$ cat src/rtl/gmii_rx_deframer.sv
// GMII receive deframer: strips preamble/SFD and FCS, checks CRC/length/rx_er,
// and streams the frame body as 8-bit AXI-Stream with per-frame status pulses.
module gmii_rx_deframer #(
  parameter int unsigned MIN_FRAME_LENGTH = 64,
  parameter int unsigned MAX_FRAME_LENGTH = 1518
) (
  input  logic       clock125,
  input  logic       reset,
  input  logic [7:0] gmii_rxd,
  input  logic       gmii_rx_dv,
  input  logic       gmii_rx_er,
  output logic [7:0] m_axis_tdata,
  output logic       m_axis_tvalid,
  output logic       m_axis_tlast,
  output logic       m_axis_tuser,
  output logic       stat_good_frame,
  output logic       stat_bad_fcs,
  output logic       stat_runt,
  output logic       stat_oversize,
  output logic       stat_rx_error,
  output logic       stat_preamble_err
);

  localparam int unsigned CNT_W     = $clog2(MAX_FRAME_LENGTH + 2);
  localparam int unsigned WIN_DEPTH = 5;
  localparam logic [31:0] CRC_INIT    = 32'hFFFF_FFFF;
  localparam logic [31:0] CRC_POLY    = 32'hEDB8_8320;
  localparam logic [31:0] CRC_RESIDUE = 32'hDEBB_20E3;
  localparam logic [7:0]  PRE_BYTE    = 8'h55;
  localparam logic [7:0]  SFD_BYTE    = 8'hD5;

  typedef enum logic [1:0] {IDLE, PREAMBLE, PAYLOAD, DROP} state_t;

  state_t state_q, state_d;

  logic [7:0] rxd_r;
  logic       dv_r, er_r;

  logic [CNT_W-1:0]               cnt_q, cnt_d;
  logic [31:0]                    crc_q, crc_d;
  logic [WIN_DEPTH-1:0][7:0]      win_q, win_d;
  logic                           err_seen_q, err_seen_d;
  logic                           line_busy_q;

  logic [7:0] tdata_d;
  logic       tvalid_d, tlast_d, tuser_d;
  logic       good_d, bad_fcs_d, runt_d, oversize_d, rx_error_d, preamble_err_d;
  logic       start_frame;

  logic fcs_bad, runt, have_beat, frame_bad;

  function automatic logic [31:0] crc_next(input logic [31:0] crc, input logic [7:0] data);
    logic [31:0] c;
    c = crc;
    for (int i = 0; i < 8; i++) begin
      c = (c[0] ^ data[i]) ? ((c >> 1) ^ CRC_POLY) : (c >> 1);
    end
    return c;
  endfunction

  // Input capture stage; all decisions below use these copies.
  always_ff @(posedge clock125) begin
    rxd_r <= gmii_rxd;
    dv_r  <= gmii_rx_dv;
    er_r  <= gmii_rx_er;
  end

  assign fcs_bad   = (crc_q != CRC_RESIDUE);
  assign runt      = (cnt_q < CNT_W'(MIN_FRAME_LENGTH));
  assign have_beat = (cnt_q >= CNT_W'(WIN_DEPTH));
  assign frame_bad = fcs_bad | runt | err_seen_q;

  always_comb begin
    state_d        = state_q;
    cnt_d          = cnt_q;
    crc_d          = crc_q;
    win_d          = win_q;
    err_seen_d     = err_seen_q;
    start_frame    = 1'b0;
    tdata_d        = 8'h00;
    tvalid_d       = 1'b0;
    tlast_d        = 1'b0;
    tuser_d        = 1'b0;
    good_d         = 1'b0;
    bad_fcs_d      = 1'b0;
    runt_d         = 1'b0;
    oversize_d     = 1'b0;
    rx_error_d     = 1'b0;
    preamble_err_d = 1'b0;

    unique case (state_q)
      IDLE: begin
        // A line already active out of reset is mid-frame: never deliver it.
        if (dv_r) begin
          if (line_busy_q) begin
            state_d = DROP;
          end else if (rxd_r == PRE_BYTE) begin
            state_d = PREAMBLE;
          end else if (rxd_r == SFD_BYTE) begin
            start_frame = 1'b1;
          end else begin
            state_d        = DROP;
            preamble_err_d = 1'b1;
          end
        end
      end

      PREAMBLE: begin
        if (!dv_r) begin
          state_d        = IDLE;
          preamble_err_d = 1'b1;
        end else if (er_r || (rxd_r != PRE_BYTE && rxd_r != SFD_BYTE)) begin
          state_d        = DROP;
          preamble_err_d = 1'b1;
        end else if (rxd_r == SFD_BYTE) begin
          start_frame = 1'b1;
        end
      end

      PAYLOAD: begin
        if (dv_r) begin
          cnt_d      = cnt_q + CNT_W'(1);
          crc_d      = crc_next(crc_q, rxd_r);
          win_d      = {win_q[WIN_DEPTH-2:0], rxd_r};
          err_seen_d = err_seen_q | er_r;
          if (have_beat) begin
            tvalid_d = 1'b1;
            tdata_d  = win_q[WIN_DEPTH-1];
          end
          // Byte MAX+1: close the frame early as bad without evaluating CRC.
          if (cnt_q == CNT_W'(MAX_FRAME_LENGTH)) begin
            tlast_d    = 1'b1;
            tuser_d    = 1'b1;
            oversize_d = 1'b1;
            rx_error_d = err_seen_q | er_r;
            state_d    = DROP;
          end
        end else begin
          state_d = IDLE;
          if (have_beat) begin
            tvalid_d = 1'b1;
            tdata_d  = win_q[WIN_DEPTH-1];
            tlast_d  = 1'b1;
            tuser_d  = frame_bad;
          end
          good_d     = ~frame_bad;
          bad_fcs_d  = fcs_bad;
          runt_d     = runt;
          rx_error_d = err_seen_q;
        end
      end

      DROP: begin
        if (!dv_r) state_d = IDLE;
      end

      default: state_d = IDLE;
    endcase

    if (start_frame) begin
      state_d    = PAYLOAD;
      cnt_d      = '0;
      crc_d      = CRC_INIT;
      err_seen_d = 1'b0;
    end
  end

  always_ff @(posedge clock125) begin
    if (reset) begin
      state_q           <= IDLE;
      cnt_q             <= '0;
      crc_q             <= CRC_INIT;
      win_q             <= '0;
      err_seen_q        <= 1'b0;
      line_busy_q       <= 1'b1;
      m_axis_tdata      <= 8'h00;
      m_axis_tvalid     <= 1'b0;
      m_axis_tlast      <= 1'b0;
      m_axis_tuser      <= 1'b0;
      stat_good_frame   <= 1'b0;
      stat_bad_fcs      <= 1'b0;
      stat_runt         <= 1'b0;
      stat_oversize     <= 1'b0;
      stat_rx_error     <= 1'b0;
      stat_preamble_err <= 1'b0;
    end else begin
      state_q           <= state_d;
      cnt_q             <= cnt_d;
      crc_q             <= crc_d;
      win_q             <= win_d;
      err_seen_q        <= err_seen_d;
      line_busy_q       <= dv_r;
      m_axis_tdata      <= tdata_d;
      m_axis_tvalid     <= tvalid_d;
      m_axis_tlast      <= tlast_d;
      m_axis_tuser      <= tuser_d;
      stat_good_frame   <= good_d;
      stat_bad_fcs      <= bad_fcs_d;
      stat_runt         <= runt_d;
      stat_oversize     <= oversize_d;
      stat_rx_error     <= rx_error_d;
      stat_preamble_err <= preamble_err_d;
    end
  end

endmodule

$ cat config.mk
export PLATFORM = sky130hd
export DESIGN_NAME = gmii_rx_deframer
export DESIGN_NICKNAME = d
export VERILOG_FILES = /design/src/rtl/gmii_rx_deframer.sv
export SDC_FILE = /design/constraint.sdc
export NUM_CORES = 1
export LEC_CHECK = 0
export BUFFER_PORTS_ARGS = -buffer_cell sky130_fd_sc_hd__buf_2
export CORE_MARGIN = 2
export CORE_UTILIZATION = 40
export CTS_BUF_LIST = sky130_fd_sc_hd__clkbuf_2
export CTS_CLUSTER_DIAMETER = 100
export CTS_CLUSTER_SIZE = 10
export DETAILED_ROUTE_END_ITERATION = 12
export PLACE_DENSITY = 0.62
export SLEW_MARGIN = 0
export SYNTH_ARGS = -nofsm -noshare
export SYNTH_HDL_FRONTEND = slang
export SYNTH_SLANG_ARGS = --single-unit
$ cat constraint.sdc
create_clock -name clock125 -period 2.43 [get_ports clock125]
set_input_delay 0.486 -clock clock125 [delete_from_list [all_inputs] [get_ports clock125]]
set_output_delay 0.486 -clock clock125 [all_outputs]
set_load 0.02 [all_outputs]
Word level (Yosys, flattened, before mapping)
Cells that the tools add are included.
{"block": "totals", "reg_bits": 114, "input_bits": 12, "output_inout_bits": 17, "wordCells": 120}
{"block": "op_classes", "n_addsub": 1, "magnitude_cmp": 2, "eq_ne": 19, "n_mux": 40, "bitwise": 23, "reduce_logical": 11}
{"cell": "$mux W32", "count": 8}
{"cell": "$not A13 Y14", "count": 8}
{"cell": "$ne A32 B32 Y1 const B", "count": 1}
{"cell": "$mux W2", "count": 10}
{"cell": "$mux W1", "count": 19}
{"cell": "$ne A3 B3 Y1 const B", "count": 4}
{"cell": "$ne A4 B4 Y1 const B", "count": 3}
{"cell": "$add A11 B1 Y11 const B", "count": 1}
{"cell": "$eq A11 B11 Y1 const B", "count": 1}
{"cell": "$ge A11 B3 Y1 const B", "count": 1}
{"cell": "$lt A11 B7 Y1 const B", "count": 1}
{"cell": "$reduce_and A5 Y1", "count": 2}
{"cell": "$reduce_or A3 Y1", "count": 3}
{"cell": "$eq A8 B7 Y1 const B", "count": 1}
{"cell": "$eq A8 B8 Y1 const B", "count": 1}
{"cell": "$ne A8 B7 Y1 const B", "count": 1}
{"cell": "$ne A8 B8 Y1 const B", "count": 1}
{"cell": "$pmux W2 S4", "count": 1}
{"cell": "$xor A1 B1 Y1", "count": 8}
{"cell": "$ne A5 B5 Y1 const B", "count": 1}
{"cell": "$eq A2 B2 Y1 const B", "count": 2}
{"cell": "$ne A2 B2 Y1 const B", "count": 2}
{"cell": "$not A1 Y1", "count": 4}
{"cell": "$pmux W1 S2", "count": 2}
{"cell": "other kinds (7)", "count": 10}

Depth between registers and ports, before layout
Gate-level depths: netlist of run 1.
{"block": "logic_depth", "ltp_word": 16, "depth_mapped": 8, "ltp_nobuf": 7}

Least setup slack after synthesis of run 1
No wires, ideal clock.
{"block": "synth_path", "path_kind": "register to register", "startpoint": "register state_q[1]", "endpoint": "register cnt_q[0]", "setup_time_ps": 117, "arrival_time_ps": 1865, "required_ps": 2313, "path_slack_ps": 447, "stages_incl_launch_ff": 9, "path_buffers": 2, "period_less_slack_ps": 1983, "path_cell_list": "dfxtp_1 inv_1 ha_1 or3b_2 o21ai_0 a41o_1 buf_2 buf_2 nor2_1"}
{"block": "synth_via", "elab_chain_cells": 3, "elab_cells_between_ends": 6, "cone_classes": "2 x eq/ne; 1 x mux; 3 x reduce/logical"}
{"item": "start: declaration", "line_no": "34", "source": "state_t state_q, state_d;"}
{"item": "start signal: assignment", "line_no": "187", "source": "state_q <= state_d;"}
{"item": "$eq A2 B1 Y1 or $logic_not A2 Y1 (tied branches)", "line_no": "91", "source": "unique case (state_q)"}
{"item": "$pmux W1 S2", "line_no": "91"}
{"item": "$reduce_or A2 Y1 (no source line)"}
{"item": "end signal: assignment", "line_no": "188", "source": "cnt_q <= cnt_d;"}
{"item": "end: declaration", "line_no": "39", "source": "logic [CNT_W-1:0] cnt_q, cnt_d;"}
Parallel ways exist; a longest one is shown, timed or not.
A chain may end at the register's enable or synchronous reset.

Worst setup path after layout of run 1
{"block": "layout_path", "startpoint": "register state_q[1]", "endpoint": "register state_q[0]"}
{"block": "layout_via", "elab_chain_cells": 3, "elab_cells_between_ends": 13, "cone_classes": "8 x eq/ne; 2 x mux; 3 x reduce/logical"}
{"item": "$eq A2 B2 Y1, or another cell as far along", "line_no": "91"}
{"item": "$ne A3 B3 Y1 (no source line), or another cell as far along"}
{"item": "$reduce_and A5 Y1 (no source line) or $reduce_or A2 Y1 (tied branches)"}
Parallel ways exist; a longest one is shown, timed or not.

==> results of run 1 <==
metrics by stage:
stage,setup WS (ns),total power [mW]
global route,0.06895,5.868
finish,0.2466,5.480
CTS,0.2402,5.552
detailed placement,0.2556,4.308
global placement,0.3499,4.272
floorplan,0.4474,3.884
state kept, by name (all words and copies together), names as in the netlist, 2 cells and up:
| name | count |
|---|---|
| cnt_q | 11 |
| state_q | 2 |
| crc_q | 32 |
| m_axis_tdata | 8 |
| win_q | 40 |
| rxd_r | 8 |
synth_stat cells (all sizes together):
cell type and number:
nor3b 1, xnor3 2, ha 8, a211oi 2, or4 3, or3 2
nor2 19, or3b 1, nand2 116, o41a 1, nor4b 2, nor4 3
and2 10, nand3 4, nand4 7, and4b 1, nor4bb 2, xnor2 48
a31o 2, buf 9, a211o 2, clkbuf 22, nor2b 2, a21o 1
a21oi 52, and4 3, o21ai 8, a41o 2, nor3 7, a41oi 1
inv 7, xor2 30, o211ai 25, dfxtp 114, a31oi 3, nand2b 2
o2bb2ai 1, or2 1
metal layers:
metal	up-vias	GRT usage, %	share of wire (%)	wire length, um
met4	0	5.203	0.70	67
met1	1683	20.55	47	4501
met3	6	5.664	6.0	575
li1	1855	-	-	-
met5	-	0	0	0
met2	89	24.37	46	4432
layout by cell type (no fill, tap or decap), types with 11 or more instances in the layout:
master / instances
o211ai_1: 25
buf_2: 28
dlygate4sd3_1: 11
nor2_1: 19
dfxtp_1: 114
xor2_1: 27
clkbuf_2: 18
xnor2_1: 40
nand2_1: 115
a21oi_1: 52
power groups by stage:
| stage | combinational (mW) | sequential, mW | clock [mW] |
|---|---|---|---|
| global placement | 1.99 | 2.28 | 0 |
| CTS | 2.06 | 2.24 | 1.25 |
| detailed placement | 2.02 | 2.28 | 0 |
| finish | 2.04 | 2.25 | 1.20 |
| global route | 2.26 | 2.27 | 1.34 |
| floorplan | 1.64 | 2.24 | 0 |
worst max path at each step:
stage,startpoint,endpoint
finish,state_q[1],state_q[0]
global route,state_q[1],state_q[0]
CTS,state_q[1],state_q[0]
detailed placement,state_q[1],cnt_q[1]
global placement,state_q[1],cnt_q[1]
floorplan,state_q[1],cnt_q[0]
cell families after synthesis:
logic type / after synthesis / share of synthesized area, %
compound gates: 100 / 12.81
buf+inv: 38 / 3.150
simple gates: 186 / 17.40
xor+xnor: 80 / 17.48
flops: 114 / 47.10
fa+ha+maj: 8 / 2.066
cell type report:
class / count / area [um2] / share of cell area, %
Sequential cell: 114 / 2282 / 41.56
Timing Repair Buffer: 50 / 357.8 / 6.516
Clock buffer: 18 / 90.09 / 1.640
Multi-Input combinational cell: 374 / 2414 / 43.95
Inverter: 7 / 26.28 / 0.4785
Tap cell: 147 / 183.9 / 3.349
Clock inverter: 14 / 137.6 / 2.506
worst max-delay path: stages (launching register included):
cell and delay (ns):
dfxtp_1 0.44, inv_1 0.10, ha_1 0.23, or3b_2 0.46, o21ai_0 0.19, a41o_1 0.37, buf_4 0.24, nor3_1 0.07
==> reports/metrics.yaml, run 1 <==
outcome:
  status: "completed"
placed_design:
  dpl.hpwl_mm: 6.411
  portBuffers: 28
  routabilityCongestion: 0.8306
  placed_cells: 681
  post_dp_cell_area_mm2: 0.005154
grt:
  grt_first_pass_wirelength_mm: 16.28
  first_global_vias: 3435
  grt_max_degree: 102
  grt_usage_pct: 15.76
  antenna_found_initial: 0
  grt_overflow: 0
route:
  drc_errors: 0
  vias: 3633
  vias_per_cell: 5.018
  drt_first_pass_iters: 4
  wl_per_cell_um: 13.23
  ant_nets: 0
  wl_mm: 9.578
  drtIter0Drc: 228
sta:
  min_period_ns: 2.183
  relSlewSlack_pct: 48.99
  slew_violations: 0
  fin_crit_sh_pct: 89.85
  tightest_slew_ns: 0.7615
  fmax_ghz: 0.4580
  grt_setup_unrepaired: "false"
  skew_ns: 0.03316
  hold_ws_ns: 0.4465
  finalSetupViolations: 0
  hold_viol_final: 0
  tns_ns: 0
setup_path:
  crit_fanout: 13
  rrSetupSlack_ns: 0.25
  r2r_end: "state_q[0]"
  timing_worst_setup_path_type: "reg2reg"
  endpoint_kind: "flop"
  arrival_ns: 2.72
  startpoint_type: "flop"
  reg2reg_from: "state_q[1]"
  rr_worst_depth: 7
  required_ns: 2.97
final_layout:
  num-fill-cells: 1173
  final_cell_area_mm2: 0.005492
  final-instance-count-excl-fill: 724
  drive_gt1_share_pct: 15.08
  diodes: 0
  final_util_pct: 46.10
  nets: 584
  area_growth_pct: 13.32
min_path:
  hold_end: "win_q[10]"
  hp-class: "reg2reg"
  holdPathStages: 2
  min-delay-start: "win_q[2]"
clock_network:
  clk_pin_slew_ns: 0.17
  holdBufCountCts: 11
  cts_root_buf: "clkbuf_2"
  clock_latency_ns: 0.64
  cts_resized: 0
  clockBufferDepth: 2
  h-tree-depth: 4
  postCtsSetupBuffers: 0
  cts_tree: "done"
  cts.sinks: 114
  cts_buffers: 17
floorplanning:
  row_count: 40
  die_w_um: 114.1
  num_io_pins: 29
  initial_core_util_pct: 40.68
  coreArea_mm2: 0.01191
  die-area_mm2: 0.01301
  die_h_um: 114.1
pwr:
  switching_share_pct: 36.59
  pwr-share-seq_pct: 41.0
  p_per_area_mw_per_mm2: 998.0
  pwr-share-comb_pct: 37.2
  power.share.clock_pct: 21.8
  switching_power_mw: 2.006
  power.internal_mw: 3.475
  p_leak_nw: 2.165
  max-vdd-ir-drop_mv: 0.6195
synth:
  synth_fp_nets: 546
  synth_area_leaders: "dfxtp_1, nand2_1, xnor2_1"
  synth_top_area_share_pct: 47.10
  post-synth-top-area-cell: "dfxtp_1"
  seq_area_frac_synth_pct: 47.10
  netlist_instances: 526
  synth_cell_types: 45
  netlist_area_mm2: 0.004846
  avgSynthCellArea_um2: 9.213
  ys_warn_count: 0
  ys_ff_latch: 114
flow_run:
  cap_violations: 0
Note: power is estimated with default switching activity, not from simulation.
==> run 2: changes to the inputs <==
==> constraint.sdc (replaced) <==
create_clock -name clock125 -period 2.43 [get_ports clock125]
set_input_delay 0 -clock clock125 [delete_from_list [all_inputs] [get_ports clock125]]
set_output_delay 0 -clock clock125 [all_outputs]
set_load 0.02 [all_outputs]
==> run 2 against run 1 <==
Sequential share of layout area decreased by 1.1 points. Die area unchanged. Clock power rose by 13%. Sequential power about the same. Non-clock buffer count increased by 12. Global-route usage increased by 0.61 points. Hold slack worse by 0.20 ns. Critical path depth did not move. Maximum frequency is 3.1% lower. Final area grew 2.6%. Largest cell class unchanged.
==> reports/metrics.yaml, run 2 (synthesis results as in run 1) <==
route:
  drc_errors: 0  # unchanged
  wl_mm: 9.810  # +2.4%
  vias_per_cell: 4.916  # -2.0%
  drtIter0Drc: 213  # -6.6%
  vias: 3613  # -0.55%
  ant_nets: 0  # unchanged
  drt_first_pass_iters: 4  # unchanged
  wl_per_cell_um: 13.35  # +0.89%
final_layout:
  reg.largest.list: "win_q: 40 flops, crc_q: 32 flops, cnt_q: 11 flops"
  area_growth_pct: 16.29
  layout_common_cells: "nand2_1, dfxtp_1, a21oi_1"
  largest_register_ffs: 40  # unchanged
  top_register: "win_q"
  final_cell_area_mm2: 0.005635  # +2.6%
  final_common_cell: "nand2_1"
  final_util_pct: 47.31  # +1.2 points
  final-instance-count-excl-fill: 735  # +1.5%
  diodes: 0  # unchanged
  drive_gt1_share_pct: 14.80  # -0.28 points
  nets: 596  # +2.1%
sta:
  fmax_ghz: 0.4439  # -3.1%
  slew_violations: 0  # unchanged
  skew_ns: 0.02034  # -0.01282 ns
  hold_viol_final: 0  # unchanged
  fin_crit_sh_pct: 92.70  # +2.9 points
  grt_setup_unrepaired: "false"
  tightest_slew_ns: 0.6178  # -0.1437 ns
  min_period_ns: 2.253  # +0.06930 ns
  finalSetupViolations: 0  # unchanged
  relSlewSlack_pct: 58.52  # +9.5 points
  tns_ns: 0  # unchanged
floorplanning:
  die_h_um: 114.1  # unchanged
  initial_core_util_pct: 40.68  # unchanged
  die-area_mm2: 0.01301  # unchanged
  coreArea_mm2: 0.01191  # unchanged
  num_io_pins: 29  # unchanged
  row_count: 40  # unchanged
  die_w_um: 114.1  # unchanged
setup_path:
  cp_cell_sequence: "inv_1 -> ha_1 -> or3b_2 -> o21ai_0 -> a41o_1 -> buf_4 -> a21oi_1"
  path_delay_family: "compound AO/OA/AOI/OAI gates"
  endpoint_kind: "flop"
  cpMaxStageDelayCell: "or3b_2"
  startpoint_type: "flop"
  max_stage_delay_ns: 0.46  # about the same
  required_ns: 2.98  # about the same
  timing_worst_setup_path_type: "reg2reg"
  cp_num_buf_inv: 2  # unchanged
  crit_fanout: 13  # unchanged
  arrival_ns: 2.81  # +0.09 ns
grt:
  grt_max_degree: 102  # unchanged
  grt_overflow: 0  # unchanged
  grt_first_pass_wirelength_mm: 16.71  # +2.7%
  first_global_vias: 3491  # +1.6%
  antenna_found_initial: 0  # unchanged
  grt_usage_pct: 16.37  # +0.61 points
pwr:
  max-vdd-ir-drop_mv: 0.7429  # +20%
  p_leak_nw: 2.241  # +3.5%
  p_per_area_mw_per_mm2: 1006  # +0.76%
clock_network:
  h-tree-depth: 4  # unchanged
  clock_latency_ns: 0.66  # +0.02 ns
  clk_pin_slew_ns: 0.16  # about the same
  clockBufferDepth: 2  # unchanged
  cts_tree: "done"
  cts_root_buf: "clkbuf_2"
  cts_buffers: 17  # unchanged
  cts.sinks: 114  # unchanged
placed_design:
  portBuffers: 28  # unchanged
  placed_cells: 683  # +0.29%
  post_dp_cell_area_mm2: 0.005169  # +0.29%
  dpl.hpwl_mm: 6.513  # +1.6%
  routabilityCongestion: 0.8146  # -1.9%
flow_run:
  cap_violations: 0  # unchanged
outcome:
  status: "completed"
min_path:
  hp-class: "in2reg"
run 2: report_power, final:
part           total, mW  switching [mW]  leakage, nW  internal, mW
sequential          2.25           0.196        0.928          2.05
combinational       2.07            1.10         1.16         0.972
clock               1.35           0.688        0.154         0.660
total               5.67            1.98         2.24          3.68
run 2: final timing paths:
check                                start              end  slack, ns  depth (start not counted)
worst max-delay path            state_q[1]         cnt_q[9]       0.18                          7
worst min-delay path                 reset  stat_good_frame       0.25                          4
worst max register to register  state_q[1]         cnt_q[9]       0.18                          7
worst min register to register   win_q[20]        win_q[28]       0.46                          2
run 2: per-layer routing:
metal	global-route usage (%)	routed length (um)
met4	7.154	150
met1	21.55	4637
met3	4.817	479
met2	25.04	4541
met5	0	0
run 2: metrics by stage:
step,setup WS [ns],total power [mW],hold WS (ns)
finish,0.1773,5.666,0.2482
global route,0.01072,6.033,0.2190
CTS,0.1706,5.732,0.1711
detailed placement,0.2141,4.327,0.1040
global placement,0.3481,4.288,0.1041
floorplan,0.4474,3.884,0.02772
run 2: layout make-up:
class | instances | area (um2)
repair buffers | 62 | 473.0
flip-flops and latches | 114 | 2282
clock inverters | 13 | 166.4
multi-input cells | 374 | 2414
clock buffers | 18 | 90.09
inverters | 7 | 26.28
fillers | 1169 | 6276
well taps | 147 | 183.9
run 2: timing repair:
item | in CTS | in global routing
gates resized for setup | 0 | 0
hold endpoints to repair | 68 | 0
endpoints found under the setup margin | 0 | 0
hold buffers | 21 | 0
setup buffers | 0 | 0
run 2: worst min-delay path: stages:
cell           delay, ns
dlygate4sd3_1       0.51
buf_2               0.11
nand2b_1            0.19
nor3_1              0.07
==> run 3: changes to the inputs <==
--- a/config.mk
+++ b/config.mk
@@ -7,12 +7,13 @@
 export LEC_CHECK = 0
 export BUFFER_PORTS_ARGS = -buffer_cell sky130_fd_sc_hd__buf_2
 export CORE_MARGIN = 2
-export CORE_UTILIZATION = 40
+export CORE_UTILIZATION = 45
 export CTS_BUF_LIST = sky130_fd_sc_hd__clkbuf_2
 export CTS_CLUSTER_DIAMETER = 100
 export CTS_CLUSTER_SIZE = 10
 export DETAILED_ROUTE_END_ITERATION = 12
-export PLACE_DENSITY = 0.62
+export MAX_ROUTING_LAYER = met4
+export PLACE_DENSITY = 0.68
 export SLEW_MARGIN = 0
 export SYNTH_ARGS = -nofsm -noshare
 export SYNTH_HDL_FRONTEND = slang
==> run 3 against run 2 <==
Cell count shrank 1.2%. Count of clock-buffer cells in the layout down 1. Critical path depth stayed put. Via count grew 0.80%. First-iteration DRC count up 19%. Final area grew 0.24%. Total power increased by 1.5%. Register-to-register slack improved by 0.02 ns. Maximum frequency rose by 0.72%. Utilization grew 7.2 points. Sequential power about the same.
==> reports/metrics.yaml, run 3 (synthesis results as in run 1) <==
grt:
  first_global_vias: 3395  # -2.7%
  grt_usage_pct: 18.30  # +1.9 points
  grt_max_degree: 53  # -48%
  grt_first_pass_wirelength_mm: 16.12  # -3.5%
  antenna_found_initial: 0  # unchanged
  grt_overflow: 0  # unchanged
floorplanning:
  die-area_mm2: 0.01161  # -11%
  initial_core_util_pct: 46.73  # +6.0 points
  coreArea_mm2: 0.01037  # -13%
  num_io_pins: 29  # unchanged
  row_count: 37  # -7.5%
  die_h_um: 107.8  # -5.5%
  die_w_um: 107.8  # -5.5%
placed_design:
  placed_cells: 673  # -1.5%
  portBuffers: 28  # unchanged
  dpl.hpwl_mm: 6.397  # -1.8%
  routabilityCongestion: 0.8153  # about the same
  dpl_worst_slack_ns: 0.2376  # +0.02345 ns
  post_dp_cell_area_mm2: 0.005150  # -0.36%
setup_path:
  arrival_ns: 2.77  # -0.04 ns
  cpMaxStageDelayCell: "or3b_2"
  max_stage_delay_ns: 0.47  # about the same
  timing_worst_setup_path_type: "reg2reg"
  cp_cell_sequence: "inv_1 -> ha_1 -> or3b_2 -> o21ai_0 -> a41o_1 -> buf_4 -> a211oi_1"
  startpoint_type: "flop"
  rr_worst_depth: 7  # unchanged
  endpoint_kind: "flop"
  required_ns: 2.97  # about the same
  crit_fanout: 13  # unchanged
final_layout:
  area_growth_pct: 16.58
  final-instance-count-excl-fill: 726  # -1.2%
  nets: 597  # +0.17%
  top_register: "win_q"
  layout_common_cells: "nand2_1, dfxtp_1, a21oi_1"
  final_common_cell: "nand2_1"
  largest_register_ffs: 40  # unchanged
  multi_input_area_mm2: 0.002414  # unchanged
  seq_area_mm2: 0.002282  # unchanged
  final_cell_area_mm2: 0.005649  # +0.24%
  num-fill-cells: 946  # -19%
  drive_gt1_share_pct: 15.76  # +0.97 points
  final_util_pct: 54.48  # +7.2 points
  reg.largest.list: "win_q: 40 flops, crc_q: 32 flops, cnt_q: 11 flops"
  diodes: 0  # unchanged
pwr:
  p_leak_nw: 2.243  # about the same
  p_per_area_mw_per_mm2: 1018  # +1.3%
  max-vdd-ir-drop_mv: 0.4913  # -34%
  p_total_mw: 5.753  # +1.5%
route:
  drc_errors: 0  # unchanged
  wl_per_cell_um: 13.20  # -1.1%
  vias: 3642  # +0.80%
  drt_first_pass_iters: 4  # unchanged
  wl_mm: 9.580  # -2.3%
  ant_nets: 0  # unchanged
  vias_per_cell: 5.017  # +2.1%
  drtIter0Drc: 254  # +19%
sta:
  finalSetupViolations: 0  # unchanged
  skew_ns: 0.02638  # +0.006040 ns
  grt_setup_unrepaired: "false"
  finalWorstSetupSlack_ns: 0.1935  # +0.01617 ns
  fmax_ghz: 0.4471  # +0.72%
  relSlewSlack_pct: 58.58  # +0.068 points
  tightest_slew_ns: 0.6168  # -0.001015 ns
  min_period_ns: 2.236  # -0.01617 ns
  hold_ws_ns: 0.2735  # +0.02529 ns
  slew_violations: 0  # unchanged
  hold_viol_final: 0  # unchanged
  tns_ns: 0  # unchanged
  fin_crit_sh_pct: 92.04  # -0.67 points
clock_network:
  clk_pin_slew_ns: 0.17  # about the same
  clock_latency_ns: 0.66  # about the same
  cts_buffers: 17  # unchanged
  cts_tree: "done"
  h-tree-depth: 4  # unchanged
  cts.sinks: 114  # unchanged
  clockBufferDepth: 2  # unchanged
  cts_root_buf: "clkbuf_2"
  cts_resized: 0  # unchanged
flow_run:
  cap_violations: 0  # unchanged
min_path:
  hp-class: "in2reg"
  holdPathStages: 4  # unchanged
outcome:
  status: "completed"
-- run 3: routing by layer --
metal	global-route usage, %	vias to the layer above	routed length, um
met1	23.87	1667	4646
met2	27.40	82	4330
met4	6.868	0	114
li1	-	1883	-
met3	4.722	10	488
met5	-	-	0
-- run 3: path summary, 6_finish.rpt --
check	startpoint	end	slack (ns)
max	state_q[1]	cnt_q[1]	0.19
min	reset	stat_rx_error	0.27
max reg2reg	state_q[1]	cnt_q[1]	0.19
min reg2reg	win_q[7]	win_q[15]	0.45
-- run 3: cell type report --
cell class	count	area share [%]
Clock buffer	17	1.506
Inverter	7	0.4651
Multi-Input combinational cell	374	42.72
Tap cell	136	3.012
Timing Repair Buffer	63	8.284
Clock inverter	15	3.610
Sequential cell	114	40.40
-- run 3: repair_timing --
action | in CTS | in global routing
buffers inserted | 0 | 0
hold buffers | 21 | 0
endpoints found under the hold margin | 64 | 0
-- run 3: power by group --
part / internal (mW) / switching [mW] / leakage (nW)
clock: 0.685 / 0.773 / 0.158
combinational: 0.965 / 1.09 / 1.16
sequential: 2.05 / 0.191 / 0.928
-- run 3: worst max-delay path: cells and delay by family, from the launching register on --
kind / cells / cell delay [ns]
compound gates: 3 / 0.61
simple gates: 1 / 0.47
flops: 1 / 0.45
buf+inv: 2 / 0.36
fa+ha+maj: 1 / 0.24
